==> src/rtl/pcileech_pcie_cfg_engine.sv <==
// pcileech_pcie_cfg_engine
// Configuration-space command engine in the PCIe core clock domain. Takes
// 64-bit commands from the host FIFO (STATUS, READ with burst, WRITE), drives
// the core cfg management port, and returns 64-bit response words.
//
// Handshakes: a transfer happens on the rising clk edge where valid & ready
// are both high. A producer holds valid and its data unchanged until that
// edge. A consumer may hold ready low for any number of cycles. cmd_ready is
// high only in IDLE. rsp_valid is high in STATUS/RSP, and rsp_data is frozen
// while it is high.
//
// Ports:
//   clk, rst_n                    clock, asynchronous active-low reset
//   cmd_data/cmd_valid/cmd_ready  command stream in
//   rsp_data/rsp_valid/rsp_ready  response stream out
//   busy                          engine not in IDLE
//   cfg_bus/device/function_number, cfg_command   core identity for STATUS
//   cfg_do, cfg_rd_wr_done        core read data / access complete
//   cfg_dwaddr, cfg_rd_en, cfg_di, cfg_wr_en, cfg_byte_en   core access
//
// Debug: the FSM register `state` (type state_t) is visible hierarchically.
module pcileech_pcie_cfg_engine #(
  parameter int ADDR_W         = 10,
  parameter int CNT_W          = 4,
  parameter int TIMEOUT_CYCLES = 1024,
  parameter int WR_ACK         = 1
) (
  input  logic              clk,
  input  logic              rst_n,
  input  logic [63:0]       cmd_data,
  input  logic              cmd_valid,
  output logic              cmd_ready,
  output logic [63:0]       rsp_data,
  output logic              rsp_valid,
  input  logic              rsp_ready,
  output logic              busy,
  input  logic [7:0]        cfg_bus_number,
  input  logic [4:0]        cfg_device_number,
  input  logic [2:0]        cfg_function_number,
  input  logic [15:0]       cfg_command,
  input  logic [31:0]       cfg_do,
  input  logic              cfg_rd_wr_done,
  output logic [ADDR_W-1:0] cfg_dwaddr,
  output logic              cfg_rd_en,
  output logic [31:0]       cfg_di,
  output logic              cfg_wr_en,
  output logic [3:0]        cfg_byte_en
);

  localparam int TO_W = (TIMEOUT_CYCLES > 1) ? $clog2(TIMEOUT_CYCLES) : 1;
  localparam logic [TO_W-1:0] TO_LAST = TO_W'(TIMEOUT_CYCLES - 1);

  typedef enum logic [2:0] {
    S_IDLE, S_STATUS, S_RD_REQ, S_WR_REQ, S_RSP
  } state_t;

  state_t state, state_nxt;

  logic [ADDR_W-1:0] addr_r;
  logic [31:0]       di_r;
  logic [3:0]        be_r;
  logic [CNT_W-1:0]  beats_left;
  logic [TO_W-1:0]   to_cnt;
  logic [7:0]        err_cnt;
  logic [63:0]       rsp_data_r;
  logic              rd_en_r, wr_en_r, err_r, run_r;

  logic              accept, in_req, to_hit, req_end, more_beats;
  logic [3:0]        cmd_type, req_type;
  logic [31:0]       req_data;
  logic [63:0]       status_word;
  logic              unused_cmd;

  assign unused_cmd  = ^cmd_data;
  assign cmd_type    = cmd_data[3:0];
  assign accept      = cmd_valid & cmd_ready;
  assign in_req      = (state == S_RD_REQ) || (state == S_WR_REQ);
  // done has priority: a timeout is only declared in a cycle without done.
  assign to_hit      = in_req && (to_cnt == TO_LAST) && !cfg_rd_wr_done;
  assign req_end     = cfg_rd_wr_done || to_hit;
  assign more_beats  = (beats_left != '0) && !err_r;
  assign req_type    = (state == S_RD_REQ) ? 4'd1 : 4'd2;
  assign req_data    = to_hit ? 32'hFFFF_FFFF :
                       (state == S_RD_REQ) ? cfg_do : 32'h0;
  assign status_word = {8'h00, err_cnt, cfg_command, cfg_function_number,
                        cfg_device_number, cfg_bus_number, 8'h77, 8'h00};

  // State register
  always_ff @(posedge clk or negedge rst_n) begin
    if (!rst_n) state <= S_IDLE;
    else        state <= state_nxt;
  end

  // Next-state logic
  always_comb begin
    state_nxt = state;
    case (state)
      S_IDLE: begin
        if (accept) begin
          case (cmd_type)
            4'd0:    state_nxt = S_STATUS;
            4'd1:    state_nxt = S_RD_REQ;
            4'd2:    state_nxt = S_WR_REQ;
            default: state_nxt = S_IDLE;   // unknown types are dropped
          endcase
        end
      end
      S_RD_REQ: if (req_end) state_nxt = S_RSP;
      S_WR_REQ: if (req_end) state_nxt = (WR_ACK != 0) ? S_RSP : S_IDLE;
      // STATUS already presents its response, so it can complete directly.
      S_STATUS, S_RSP: begin
        if (rsp_ready) state_nxt = more_beats ? S_RD_REQ : S_IDLE;
        else           state_nxt = S_RSP;
      end
      default: state_nxt = S_IDLE;
    endcase
  end

  // Outputs
  always_comb begin
    cmd_ready   = (state == S_IDLE) && run_r;
    rsp_valid   = (state == S_STATUS) || (state == S_RSP);
    rsp_data    = rsp_data_r;
    busy        = (state != S_IDLE);
    cfg_rd_en   = rd_en_r & ~cfg_rd_wr_done;
    cfg_wr_en   = wr_en_r & ~cfg_rd_wr_done;
    cfg_dwaddr  = addr_r;
    cfg_di      = di_r;
    cfg_byte_en = be_r;
  end

  // Datapath
  always_ff @(posedge clk or negedge rst_n) begin
    if (!rst_n) begin
      addr_r     <= '0;
      di_r       <= '0;
      be_r       <= '0;
      beats_left <= '0;
      to_cnt     <= '0;
      err_cnt    <= '0;
      rsp_data_r <= '0;
      rd_en_r    <= 1'b0;
      wr_en_r    <= 1'b0;
      err_r      <= 1'b0;
      run_r      <= 1'b0;   // keeps cmd_ready low until reset is released
    end else begin
      run_r <= 1'b1;
      case (state)
        S_IDLE: begin
          if (accept) begin
            case (cmd_type)
              4'd0: begin
                rsp_data_r <= status_word;
                beats_left <= '0;
              end
              4'd1: begin
                addr_r     <= cmd_data[16 +: ADDR_W];
                be_r       <= cmd_data[7:4];
                beats_left <= cmd_data[8 +: CNT_W];
                to_cnt     <= '0;
                err_r      <= 1'b0;
                rd_en_r    <= 1'b1;
              end
              4'd2: begin
                addr_r     <= cmd_data[16 +: ADDR_W];
                be_r       <= cmd_data[7:4];
                di_r       <= cmd_data[63:32];
                beats_left <= '0;
                to_cnt     <= '0;
                err_r      <= 1'b0;
                wr_en_r    <= 1'b1;
              end
              default: ;
            endcase
          end
        end
        S_RD_REQ, S_WR_REQ: begin
          if (req_end) begin
            rd_en_r    <= 1'b0;
            wr_en_r    <= 1'b0;
            err_r      <= to_hit;
            rsp_data_r <= {req_data, 16'(addr_r), 8'h77, 3'b000, to_hit, req_type};
            if (to_hit && (err_cnt != 8'hFF)) err_cnt <= err_cnt + 8'd1;
          end else begin
            to_cnt <= to_cnt + 1'b1;
          end
        end
        S_RSP: begin
          // Next burst beat starts only after the previous response is taken.
          if (rsp_ready && more_beats) begin
            addr_r     <= addr_r + 1'b1;
            beats_left <= beats_left - 1'b1;
            to_cnt     <= '0;
            rd_en_r    <= 1'b1;
          end
        end
        default: ;
      endcase
    end
  end

endmodule
==> config.mk <==
export PLATFORM = sky130hd
export DESIGN_NAME = pcileech_pcie_cfg_engine
export DESIGN_NICKNAME = d
export VERILOG_FILES = /design/src/rtl/pcileech_pcie_cfg_engine.sv
export SDC_FILE = /design/constraint.sdc
export NUM_CORES = 1
export LEC_CHECK = 0
export ABC_CLOCK_PERIOD_IN_PS = 3100
export CORE_MARGIN = 2
export CORE_UTILIZATION = 32
export CTS_CLUSTER_DIAMETER = 80
export DETAILED_ROUTE_END_ITERATION = 6
export PLACE_DENSITY = 0.66
export REMOVE_ABC_BUFFERS = 1
export SYNTH_ARGS = -nofsm -noshare
export SYNTH_HDL_FRONTEND = slang
export SYNTH_SLANG_ARGS = --single-unit
==> constraint.sdc <==
create_clock -name clk -period 3.1 [get_ports clk]
set_input_delay 0.465 -clock clk [delete_from_list [all_inputs] [get_ports clk]]
set_output_delay 0.465 -clock clk [all_outputs]
set_load 0.1 [all_outputs]
== Word level (Yosys, flattened, before mapping) ==
Index checks and enable logic that the tools add are counted.

* Add/sub/neg operators: 4
* Equality and inequality tests: 17
* Muxes and demuxes: 38
* Bitwise logic cells: 4
* Reductions and logical operators: 33

{| class="wikitable"
|+ Operator list
! kind !! number
|-
| 2-to-1 mux 64 bit || 3
|-
| case mux 64 bit (2 select lines) || 1
|-
| 2-to-1 mux 10 bit || 7
|-
| 2-to-1 mux 32 bit || 2
|-
| case mux 10 bit (3 select lines) || 1
|-
| adder 10 x 1 -> 10 bit (second input constant) || 2
|-
| case mux 10 bit (2 select lines) || 1
|-
| AND reduction 4 bit || 5
|-
| case mux 4 bit (2 select lines) || 2
|-
| == test 10 bit (second input constant) || 1
|-
| inequality test 2 x 1 -> 1 bit (second input constant) || 5
|-
| AND reduction 5 bit || 2
|-
| 2-to-1 mux 1 bit || 9
|-
| 2-to-1 mux 3 bit || 3
|-
| case mux 3 bit (3 select lines) || 1
|-
| AND reduction 3 bit || 3
|-
| adder 8 x 1 -> 8 bit (second input constant) || 1
|-
| 2-to-1 mux 4 bit || 2
|-
| inequality test 8 bit (second input constant) || 1
|-
| OR reduction 2 bit || 4
|-
| == test 3 x 2 -> 1 bit (second input constant) || 2
|-
| logical AND 1 bit || 6
|-
| inequality test 2 bit (second input constant) || 3
|-
| case mux 2 bit (3 select lines) || 1
|-
| 19 further kinds || 28
|}

* Flip-flop bits (word level): 139
* Bits of input ports: 133
* Output and inout port bits: 115
* Logic and storage cells: 108

== Depth between registers and ports, before layout ==
Gate-level depths: netlist of the first run.

* Depth in word-level cells: 7
* Mapped depth: 7
* Gate-level depth less buffers: 6

== Worst setup path before layout of the first run ==
No wires, ideal clock.

* Path type: reg2reg
* Start point: reg state[2]
* End point: reg state[1]
* Arrival time: 2.808 ns
* Data required time: 3.017 ns
* Setup slack: 0.209 ns
* Stages on the path, launching flop included: 7
* Buffers on the path: 2
* Clock period less this slack: 2.891 ns
* Cells stage by stage: dfrtp_1 > buf_1 > buf_1 > xnor2_1 > nor2_1 > a221oi_1 > a21oi_1

* Word-level cells in the longest chain between the ends: 7
* Elaborated cells between the ends (all ways): 17
* Those cells by class: 6 x eq/ne; 1 x mux; 1 x bitwise; 9 x reduce/logical

{| class="wikitable"
|+ RTL lines
! item !! RTL line !! RTL
|-
| start: declaration || 57 || <nowiki>state_t state, state_nxt;</nowiki>
|-
| start signal: assignment || 91 || <nowiki>else state <= state_nxt;</nowiki>
|-
| == test 3 x 2 -> 1 bit || 77, 97 ||
|-
| logical OR 1 bit || 77 || <nowiki>assign in_req = (state == S_RD_REQ) || (state == S_WR_REQ);</nowiki>
|-
| logical AND 1 bit (2 in a row) || 79 || <nowiki>assign to_hit = in_req && (to_cnt == TO_LAST) && !cfg_rd_wr_done;</nowiki>
|-
| logical OR 1 bit || 80 || <nowiki>assign req_end = cfg_rd_wr_done || to_hit;</nowiki>
|-
| inequality test 2 x 1 -> 1 bit (no source line) || -- ||
|-
| AND reduction 2 bit (no source line) || -- ||
|}

Parallel ways exist; a longest one is shown, timed or not.
A chain may end at the register's enable or synchronous reset.

== Final worst setup path of the first run ==
* Start point: reg state[1]
* End point: out cmd_ready

* Word-level cells in the longest chain between the ends: 2

{| class="wikitable"
|+ RTL lines
! item !! RTL line !! RTL
|-
| logical NOT 3 bit || 121 || <nowiki>cmd_ready = (state == S_IDLE) && run_r;</nowiki>
|-
| logical AND 1 bit || 121 ||
|-
| end: declaration || 32 || <nowiki>output logic cmd_ready,</nowiki>
|}

Every way passes these cells.

==> metrics.md, run 1 <==
| Metric | Value |
|---|---|
| ANT nets after route | `0` |
| Number of flip-flops and latches in the synthesized netlist | `127` |
| Wire length of the first global-routing pass | `29350 um` |
| TritonCTS clock tree | `done` |
| Worst-case clock buffer depth | `2` |
| Seq/Total Area, Yosys | `49.89%` |
| DIE AREA | `21050 um^2` |
| Sum of negative setup slack | `0 ns` |
| Main combinational cell family by area after synthesis | `multiplexers` |
| P per Cell Area | `1171 nW/um^2` |
| Worst hold path class | `in2async` |
| Number of flops mapped to enable cells by yosys | `0` |
| Peak ir drop on the vdd network | `0.0004531 V` |
| Count of antenna diodes in the layout | `0` |
| Proportion of power drawn by combinational gates | `56.0%` |
| Input/output buffers | `230` |
| Achievable clock frequency | `357.4 MHz` |
| Final Cycle Share | `90.26%` |
| Count of boundary I/O pins | `248` |
| Floorplan row count | `51` |
| H-tree levels | `4` |
| Slew Limit Fails | `0` |
| Switching part of the total power | `54.78%` |
| Horizontal die dimension | `145.1 um` |
| Yosys warning count | `0` |
| Mean number of vias per cell | `5.010` |
| Post-Syn Area per Cell | `10.41 um^2` |
| Post-synthesis cell type count | `59` |
| Flop pwr share | `23.9%` |
| Clock latency at the later pin of the worst-skew pair | `0.42 ns` |
| Fraction of layout instances using a drive strength above 1 | `28.27%` |
| Routability congestion estimate from global placement | `0.7896` |
| Cell breakdown of the critical path | `nor2_1 > and3_1 > buf_12` |
| Largest net degree at the start of global routing | `58` |
| Hold violation count in the final report | `0` |
| Number of gates resized after cts | `0` |
| Synthesized-area fraction occupied by ao, oa, aoi and oai cells | `14.16%` |
| GRT Residual Overflow | `0` |
| Worst clock skew | `0.007332 ns` |
| Wire length after detailed routing | `18380 um` |
| Leading area contributor after synthesis | `sky130_fd_sc_hd__dfrtp_1` |
| Vias in the first global route | `5519` |
| Pin slew with the least headroom to its limit | `1.065 ns` |
| Area growth syn-to-layout | `46.97%` |
| Syn Std Cell Area | `6370 um^2` |
| Gate count after technology mapping | `612` |
| Maximum fanout along the worst path | `14` |
| Max stage delay cell, worst path | `sky130_fd_sc_hd__nor2_1` |
| Largest stage delay on the critical path | `0.88 ns` |
| Required time reported for the critical path endpoint | `2.63 ns` |
| Initial DRT Pass Iterations | `4` |
| Tot Pwr | `10.96 mW` |
| CTS root buf | `sky130_fd_sc_hd__clkbuf_16` |
| Pleak | `4.192 nW` |
| Endpoint type of the worst setup path | `output port` |
| Count of clock tree sinks | `127` |
| Type of the setup path with the least slack | `reg2out` |
| Die extent in y | `145.1 um` |
| Final design area excluding fillers | `9361 um^2` |
| P_int | `4.957 mW` |
| Xor-xnor portion of the synthesized cell area | `1.237%` |
| Post-CTS clock slew at the launch and capture registers of the worst setup and hold paths | `0.06 ns` |
| Synth top area cells | `sky130_fd_sc_hd__dfrtp_1, sky130_fd_sc_hd__mux2_2, sky130_fd_sc_hd__mux2i_1` |
| Share of cell area taken by muxes after synthesis | `15.52%` |
| Post-synthesis adder-cell area fraction | `0.7857%` |
| Cts bufs inserted | `17` |
| Drt first-iter violations | `253` |
| Routed WL per cell | `16.50 um` |
| Fraction of synthesized cell area taken by the top area cell type | `49.89%` |
| Synth Area in Simple Gates | `12.39%` |
| Number of buffers inserted by hold repair at cts | `0` |
| Worst slew margin relative to its limit | `28.72%` |
| Overall via count from detail_route | `5581` |
| Final critical-path required period | `2.798 ns` |
| Switching power of the nets | `6.005 mW` |
| Detailed-route DRC error count | `0` |
| HPWL after detailed placement | `12710 um` |
| Clock share of power | `20.1%` |
| Share of flip-flops with an asynchronous set or reset after synthesis | `100.0%` |
| CP Data Arrival Time | `2.33 ns` |
| Outcome | `finished, final reports clean` |
| Nets | `973` |
| Total of endpoints with negative setup slack in the final report | `0` |
| Crit path launch type | `flop` |
| Total routing resource utilization after global routing | `17.31%` |
| Initial antenna violation count | `0` |
| Setup repair after global routing missed its margin | `false` |
| Cell area after placement | `8711 um^2` |
| Count of buffers added by post-CTS timing repair for setup | `0` |
| Core Region | `19530 um^2` |
| Number of fillers in the final layout | `1844` |
| Leading register cell type out of synthesis | `sky130_fd_sc_hd__dfrtp_1` |
| Starting density of the core | `32.62%` |
| Count of max-cap constraint violations | `0` |
state kept, by name, summed over array words and instances, names as in the netlist:
name and flops:
cfg_byte_en 4, state 3, rd_en_r 1, cfg_di 32, run_r 1, wr_en_r 1, err_r 1, beats_left 4
cfg_dwaddr 10, to_cnt 10, rsp_data 52, err_cnt 8
stage by stage:
step / instances / hold WS, ns / utilization (%) / setup slack, ns
floorplan: 566 / 0.1694 / - / -1.298
global placement: 1082 / 0.4715 / 44.61 / 0.3897
detailed placement: 1082 / 0.4721 / 44.61 / 0.3464
CTS: 1114 / 0.02939 / 47.94 / 0.2981
global route: 1114 / 0.05854 / 47.94 / 0.1807
finish: 1114 / 0.01989 / 47.94 / 0.3020
worst max-delay path, delay by kind of cell, from the launching register on:
| family | cells | cell delay, ns |
|---|---|---|
| AND/OR/NAND/NOR | 2 | 1.21 |
| flip-flops | 1 | 0.52 |
| buffers and inverters | 1 | 0.19 |
layout make-up:
class	instances	area (um^2)	area share [%]
Clock inverter	12	183.9	1.965
Timing Repair Buffer	251	2228	23.80
Sequential cell	127	3178	33.95
Multi-Input combinational cell	406	2849	30.43
Clock buffer	20	466.7	4.985
Tap cell	265	331.6	3.542
Inverter	33	123.9	1.323
layer usage:
layer | part of all wire [%] | track usage (%)
met1 | 44 | 22.10
met2 | 47 | 28.31
met3 | 7.7 | 5.723
met4 | 0.93 | 4.510
met5 | 0 | 0
Yosys cell counts, drive strengths merged (2+ instances only):
cell type and count:
nor3 12, mux2i 20, nor3b 7, o22ai 5, o41ai 2, nor4 5
nand3 10, nand2b 2, ha 4, o21ai 37, dfrtp 127, o211ai 3
or3 3, nand2 50, a31oi 12, xnor2 2, a2111oi 2, nor2b 10
nor2 33, a22oi 2, and2 2, inv 33, conb 2, nand4 9
and4 3, a221oi 5, a211oi 4, or2 2, a2bb2oi 4, buf 26
a21oi 39, xor2 7, mux2 70, o221ai 2, or3b 2, o22a 5
clkbuf 26, a41oi 4, and3 6
layout by cell type (no fill, tap or decap), types with 5 or more instances in the layout:
| cell type | n |
|---|---|
| sky130_fd_sc_hd__o21ai_0 | 37 |
| sky130_fd_sc_hd__o22a_1 | 5 |
| sky130_fd_sc_hd__a21oi_1 | 38 |
| sky130_fd_sc_hd__clkbuf_16 | 17 |
| sky130_fd_sc_hd__a31oi_1 | 11 |
| sky130_fd_sc_hd__mux2i_1 | 20 |
| sky130_fd_sc_hd__and3_1 | 6 |
| sky130_fd_sc_hd__xor2_1 | 7 |
| sky130_fd_sc_hd__buf_4 | 126 |
| sky130_fd_sc_hd__clkdlybuf4s50_1 | 121 |
| sky130_fd_sc_hd__clkinvlp_4 | 5 |
| sky130_fd_sc_hd__o22ai_1 | 5 |
| sky130_fd_sc_hd__dfrtp_1 | 127 |
| sky130_fd_sc_hd__a221oi_1 | 5 |
| sky130_fd_sc_hd__nand2_1 | 50 |
| sky130_fd_sc_hd__nand4_1 | 9 |
| sky130_fd_sc_hd__nor3_1 | 12 |
| sky130_fd_sc_hd__nand3_1 | 10 |
| sky130_fd_sc_hd__conb_1 | 8 |
| sky130_fd_sc_hd__nor3b_1 | 7 |
| sky130_fd_sc_hd__mux2_2 | 67 |
| sky130_fd_sc_hd__nor2b_1 | 9 |
| sky130_fd_sc_hd__inv_1 | 33 |
| sky130_fd_sc_hd__nor2_1 | 33 |
power groups by stage:
stage	Sequential (mW)	Clock (mW)	Combinational, mW
after global routing	2.70	2.32	6.33
final	2.62	2.20	6.14
after detailed placement	2.64	0	6.16
after global placement	2.62	0	6.13
after CTS	2.62	2.26	6.17
after floorplan	6.31	0	0.975
final timing paths:
kind | start | endpoint | slack (ns) | depth (start not counted)
hold / removal | rst_n | rsp_data[60]$_DFFE_PN0P_ | 0.02 | 1
setup / recovery | state[1]$_DFFE_PN0P_ | cmd_ready | 0.30 | 3
min in group clk | wr_en_r$_DFFE_PN0P_ | wr_en_r$_DFFE_PN0P_ | 0.48 | 1
hold reg to reg | wr_en_r$_DFFE_PN0P_ | wr_en_r$_DFFE_PN0P_ | 0.48 | 1
setup reg to reg | state[1]$_DFFE_PN0P_ | rsp_data[45]$_DFFE_PN0P_ | 0.73 | 4
max in group asynchronous | rst_n | err_cnt[5]$_DFFE_PN0P_ | 2.30 | 2
logic make-up after synthesis:
family                   after synthesis
AND/OR/NAND/NOR                      158
adder cells (fa/ha/maj)                4
AO/OA/AOI/OAI                        137
multiplexers                          90
buffers and inverters                 85
flip-flops                           127
XOR/XNOR                               9
other                                  2
No activity file was read; power rests on OpenSTA's default activity.
==> inputs of run 2 (changes only) <==
Settings changed: RECOVER_POWER from default to 100.
==> run 2 against run 1 <==
Register-to-register slack worse by 0.39 ns. Highest routed layer unchanged. Non-clock buffer count stayed put. Sequential share of layout area is 1.9 points higher. Sequential power hardly changed. Utilization is 2.6 points lower. Combinational power is 7.8% lower. Power is 4.6% lower. The flow now finishes with violations (max-capacitance violations, max-slew violations). Via count is 0.70% lower.
==> metrics.md, run 2 (synthesis gave the netlist of run 1 again) <==
| Metric | Value |
|---|---|
| Outcome | `finished, violations left` |
| Violations in the final reports | `max-capacitance violations, max-slew violations` |
| Register-to-Register Setup Slack | `0.34 ns (-0.39 ns)` |
| Mean number of vias per cell | `4.975 (-0.70%)` |
| CTS root buf | `sky130_fd_sc_hd__clkbuf_16` |
| P per Cell Area | `1181 nW/um^2 (+0.90%)` |
| Path depth of the worst reg2reg path | `4 (unchanged)` |
| Overall via count from detail_route | `5542 (-0.70%)` |
| Final std cells w/o fill | `1114 (unchanged)` |
| Reg-to-reg startpoint | `state[1]$_DFFE_PN0P_` |
| Area growth syn-to-layout | `38.99%` |
| H-tree levels | `4 (unchanged)` |
| Flip-flop count of the largest register after layout | `52 (unchanged)` |
| Wire length after detailed routing | `18390 um (about the same)` |
| Core Region | `19530 um^2 (unchanged)` |
| Die extent in y | `145.1 um (unchanged)` |
| CP Data Arrival Time | `3.11 ns (+0.78 ns)` |
| ANT nets after route | `0 (unchanged)` |
| Hold violation count in the final report | `0 (unchanged)` |
| Pin slew with the least headroom to its limit | `1.514 ns (+0.4491 ns)` |
| Post-CTS clock slew at the launch and capture registers of the worst setup and hold paths | `0.06 ns (about the same)` |
| Number of gates resized after cts | `0 (unchanged)` |
| Drt first-iter violations | `229 (-9.5%)` |
| Most frequent cells in the layout | `sky130_fd_sc_hd__dfrtp_1, sky130_fd_sc_hd__clkdlybuf4s50_1, sky130_fd_sc_hd__clkbuf_1` |
| Clock latency at the later pin of the worst-skew pair | `0.42 ns (about the same)` |
| Routed WL per cell | `16.51 um (about the same)` |
| Horizontal die dimension | `145.1 um (unchanged)` |
| Vias in the first global route | `5519 (unchanged)` |
| Count of antenna diodes in the layout | `0 (unchanged)` |
| Count of max-cap constraint violations | `1 (+1)` |
| Total of endpoints with negative setup slack in the final report | `0 (unchanged)` |
| TritonCTS clock tree | `done` |
| GRT Residual Overflow | `0 (unchanged)` |
| Achievable clock frequency | `356.1 MHz (-0.37%)` |
| Pleak | `3.756 nW (-10%)` |
| Final design area excluding fillers | `8853 um^2 (-5.4%)` |
| Worst clock skew | `0.006895 ns (-0.0004369 ns)` |
| Area taken by multi-input logic gates | `2806 um^2 (-1.5%)` |
| Endpoint type of the worst setup path | `flop` |
| Wire length of the first global-routing pass | `29350 um (unchanged)` |
| Initial DRT Pass Iterations | `5 (+1)` |
| Cell area after placement | `8711 um^2 (unchanged)` |
| Most frequent standard cell in the layout excluding fill and tap cells | `sky130_fd_sc_hd__dfrtp_1` |
| Setup repair after global routing missed its margin | `false` |
| HPWL after detailed placement | `12710 um (unchanged)` |
| Number of buffers inserted by hold repair at cts | `0 (unchanged)` |
| Initial antenna violation count | `0 (unchanged)` |
| Maximum fanout along the worst path | `52 (+38)` |
| Count of boundary I/O pins | `248 (unchanged)` |
| Worst hold path class | `in2async` |
| Number of fillers in the final layout | `1969 (+6.8%)` |
| Total routing resource utilization after global routing | `17.31% (unchanged)` |
| Final critical-path required period | `2.808 ns (+0.01037 ns)` |
| Worst-case clock buffer depth | `2 (unchanged)` |
| Peak ir drop on the vdd network | `0.0004402 V (-2.9%)` |
| Crit path launch type | `primary input` |
| DIE AREA | `21050 um^2 (unchanged)` |
| Cts bufs inserted | `17 (unchanged)` |
| Starting density of the core | `32.62% (unchanged)` |
| Required time reported for the critical path endpoint | `3.40 ns (+0.77 ns)` |
| Utilization after layout | `45.34% (-2.6 points)` |
| Fraction of layout instances using a drive strength above 1 | `15.08% (-13 points)` |
| Sequential standard cell area | `3178 um^2 (unchanged)` |
| Largest net degree at the start of global routing | `58 (unchanged)` |
| Routability congestion estimate from global placement | `0.7896 (unchanged)` |
| Reg2Reg Capture Point | `rsp_data[45]$_DFFE_PN0P_` |
| Type of the setup path with the least slack | `in2reg` |
| Worst slew margin relative to its limit | `-0.9596% (-30 points)` |
| Count of buffers added by post-CTS timing repair for setup | `0 (unchanged)` |
| Count of clock tree sinks | `127 (unchanged)` |
| Slew Limit Fails | `58 (+58)` |
| Worst slack at placement | `0.3464 ns (unchanged)` |
| Final Cycle Share | `90.59% (+0.33 points)` |
| Worst Slack Setup Final | `0.2916 ns (-0.01037 ns)` |
| Tot Pwr | `10.46 mW (-4.6%)` |
| Nets | `973 (unchanged)` |
| Detailed-route DRC error count | `0 (unchanged)` |
| Floorplan row count | `51 (unchanged)` |
| Number of placed instances, taps included | `1082 (unchanged)` |
| Input/output buffers | `230 (unchanged)` |
## run 2: cell types whose count changed in the layout (fill, tap and decap cells not counted), sizes merged
cell           previous run  this run
clkdlybuf4s50           121       120
dlygate4sd3               0         1
clkbuf                   20       137
buf                     130        13
## run 2: worst max-delay path by stage
stage / start / endpoint / slack (ns)
final: cmd_data[2] / rsp_data[40]$_DFFE_PN0P_ / 0.29
after detailed placement: cmd_data[3] / rsp_data[38]$_DFFE_PN0P_ / 0.35
after global placement: cmd_data[3] / rsp_data[33]$_DFFE_PN0P_ / 0.39
after CTS: state[1]$_DFFE_PN0P_ / cmd_ready / 0.30
after floorplan: rsp_data[14]$_DFFE_PN0P_ / rsp_data[14]$_DFFE_PN0P_ / -1.30
after global routing: cmd_data[2] / rsp_data[33]$_DFFE_PN0P_ / 0.14
## run 2: through the flow
step	hold slack, ns	setup TNS (ns)
floorplan	0.1694	-35.35
global placement	0.4715	0
detailed placement	0.4721	0
CTS	0.02939	0
global route	0.5069	0
finish	0.3993	0
## run 2: critical path, stage by stage
cell and delay [ns]:
sky130_fd_sc_hd__dlygate4sd3_1 0.62, sky130_fd_sc_hd__nor3_1 0.29, sky130_fd_sc_hd__a21oi_1 0.11, sky130_fd_sc_hd__a2111oi_0 0.39, sky130_fd_sc_hd__clkbuf_4 0.78, sky130_fd_sc_hd__mux2_2 0.41
## run 2: routing by layer
metal,routed length [um],GRT usage (%)
met5,0,0
met1,8148,22.10
met4,189,4.510
met3,1334,5.723
met2,8722,28.31
## run 2: final cells by class
class / count / share of cell area [%]
Sequential cell: 127 / 35.90
Timing Repair Buffer: 251 / 19.91
Clock buffer: 20 / 5.271
Clock inverter: 12 / 2.077
Tap cell: 265 / 3.745
Multi-Input combinational cell: 406 / 31.70
Inverter: 33 / 1.399
## run 2: where the power goes
group | switching [mW] | internal, mW
Combinational | 4.81 | 0.851
Clock | 0.785 | 1.41
Sequential | 0.394 | 2.21
Total | 5.99 | 4.47
==> RTL edit (flow settings as in run 2) <==
Set the parameter `CNT_W` to 3 (it was 4).
--- a/src/rtl/pcileech_pcie_cfg_engine.sv
+++ b/src/rtl/pcileech_pcie_cfg_engine.sv
@@ -21,7 +21,7 @@
 // Debug: the FSM register `state` (type state_t) is visible hierarchically.
 module pcileech_pcie_cfg_engine #(
   parameter int ADDR_W         = 10,
-  parameter int CNT_W          = 4,
+  parameter int CNT_W          = 3,
   parameter int TIMEOUT_CYCLES = 1024,
   parameter int WR_ACK         = 1
 ) (
Check against the original RTL: not equivalent (Yosys sat finds a counterexample within 10 cycles, from zero or initial values and one cycle with rst_n low).
==> RTL edit against run 2 <==
Sequential cell count is 1 lower; non-clock buffer count decreased by 8; worst setup slack improved by 0.16 ns; synthesized cell count decreased by 0.65%; count of clock-buffer cells in the layout is 1 lower; die area shrank 0.65%; cell count decreased by 1.2%; critical path depth decreased by 3; wire length shrank 2.0%; synthesized area shrank 0.67%; design area shrank 1.7%; critical path type is now reg -> out; highest routed layer unchanged.
Power is not shown: default switching activity piles up to over one toggle a cycle in this logic, so the estimate is an artifact.
==> RTL edit: results (changes against run 2) <==
status=finished, final reports clean; final wirelength=18,000 um (-2.0%); worst skew pair latency=0.41 ns; Multi-In Gates=416 (+2.5%); post-synthesis cell count=608 (-0.65%); Nets=962 (-1.1%); initial DRC count=235 (+2.6%); pre-CTS setup slack=0.395 ns (+0.0489 ns); Critical Path AT=2.18 ns (-0.93 ns); maximum fanout along the worst path=11 (-79%); ranking of synthesized cells by area=dfrtp_1 (50%), mux2_1 (14%), a21oi_1 (5.0%), nand2_1 (3.2%), nor2_1 (3.1%); area taken by multi-input logic gates=2830 um^2 (+0.76%); Pre-Repair DR Iteration Count=4 (-1); slew of the pin with the lowest slew margin=1.47 ns (-0.0489 ns); Critical Path End=cmd_ready; placed cells=1,070 (-1.1%); wire length on met3=1300 um (-2.6%); library cells used by synthesis=59 (unchanged); vias per inst=4.88 (-1.9%); placed cell area=8580 um^2 (-1.6%); register area share after synthesis=49.8% (-0.060 points); Total Routing Usage GR=17.5% (+0.22 points); Reg2Reg Depth=5 (+1); worst r2r dst=cfg_dwaddr[2]; first-pass GRT wire length=28,400 um (-3.3%); Syn. warnings=0 (unchanged); register area=3150 um^2 (-0.79%); Final WS setup=0.455 ns (+0.163 ns); I/O Buffers=229 (-0.43%); grt met1 use=21.4% (-0.72 points); Critical Path Start=state[1]; WL per Instance=16.4 um (-0.81%); sequential cell count=126 (-0.79%); r2r setup slk=0.54 ns (+0.20 ns); clk buf depth=2 (unchanged); post-DP HPWL=12,800 um (+0.50%); Layout Skew=0.0114 ns (+0.00447 ns); P&R area growth vs syn=37.6%; buffers outside the clock class=243 (-3.2%); synth cell count leaders=dfrtp_1 (126), mux2_1 (78), a21oi_1 (63), nand2_1 (54), nor2_1 (52); largest net degree at the start of global routing=71 (+22%); met2 wire len=8930 um (+2.4%); Fill cells=1,944 (-1.3%); number of gates resized after CTS=0 (unchanged); met3 usage=5.70% (-0.028 points); Non-clk invs=20 (-39%); GRT met2 Usage=30.0% (+1.7 points); number of global-route vias before repair=5,431 (-1.6%); Met1 Wirelength=7670 um (-5.9%); depth of the CTS H-tree=4 (unchanged); CLK BUF=19 (-5.0%); layout cell share with drive strength beyond 1=5.98% (-9.1 points); worst hold slack=0.372 ns (-0.0276 ns); gp weighted congestion=0.806 (+2.1%); signal buffers share of area=19.7% (-0.23 points); Clock-cell share=6.93% (-0.42 points)
[RTL edit: cell types whose count changed in the layout (fill, tap and decap cells not counted), moves of 11 or more]
cell,change
mux2_1,+75
mux2_2,-64
o21ai_0,-29
a21oi_1,+24
nor2_1,+19
inv_1,-13
mux2i_1,-11
[RTL edit: logic make-up (layout without fill, tap and decap cells)]
group / after synthesis / count (layout) / share of synthesized area [%]
AND/OR/NAND/NOR: 172 / 172 / 13.5
AO/OA/AOI/OAI: 134 / 134 / 13.3
flip-flops: 126 / 126 / 49.8
multiplexers: 90 / 90 / 15.8
buffers and inverters: 72 / 294 / 5.46
XOR/XNOR: 7 / 7 / 0.969
adder cells (fa/ha/maj): 5 / 5 / 0.989
other: 2 / 8 / 0.119
[RTL edit: critical path, stage by stage (launching register included)]
cell and delay (ns):
dfrtp_1 0.53, nor3_1 0.58, and2_1 0.21, clkbuf_2 0.45
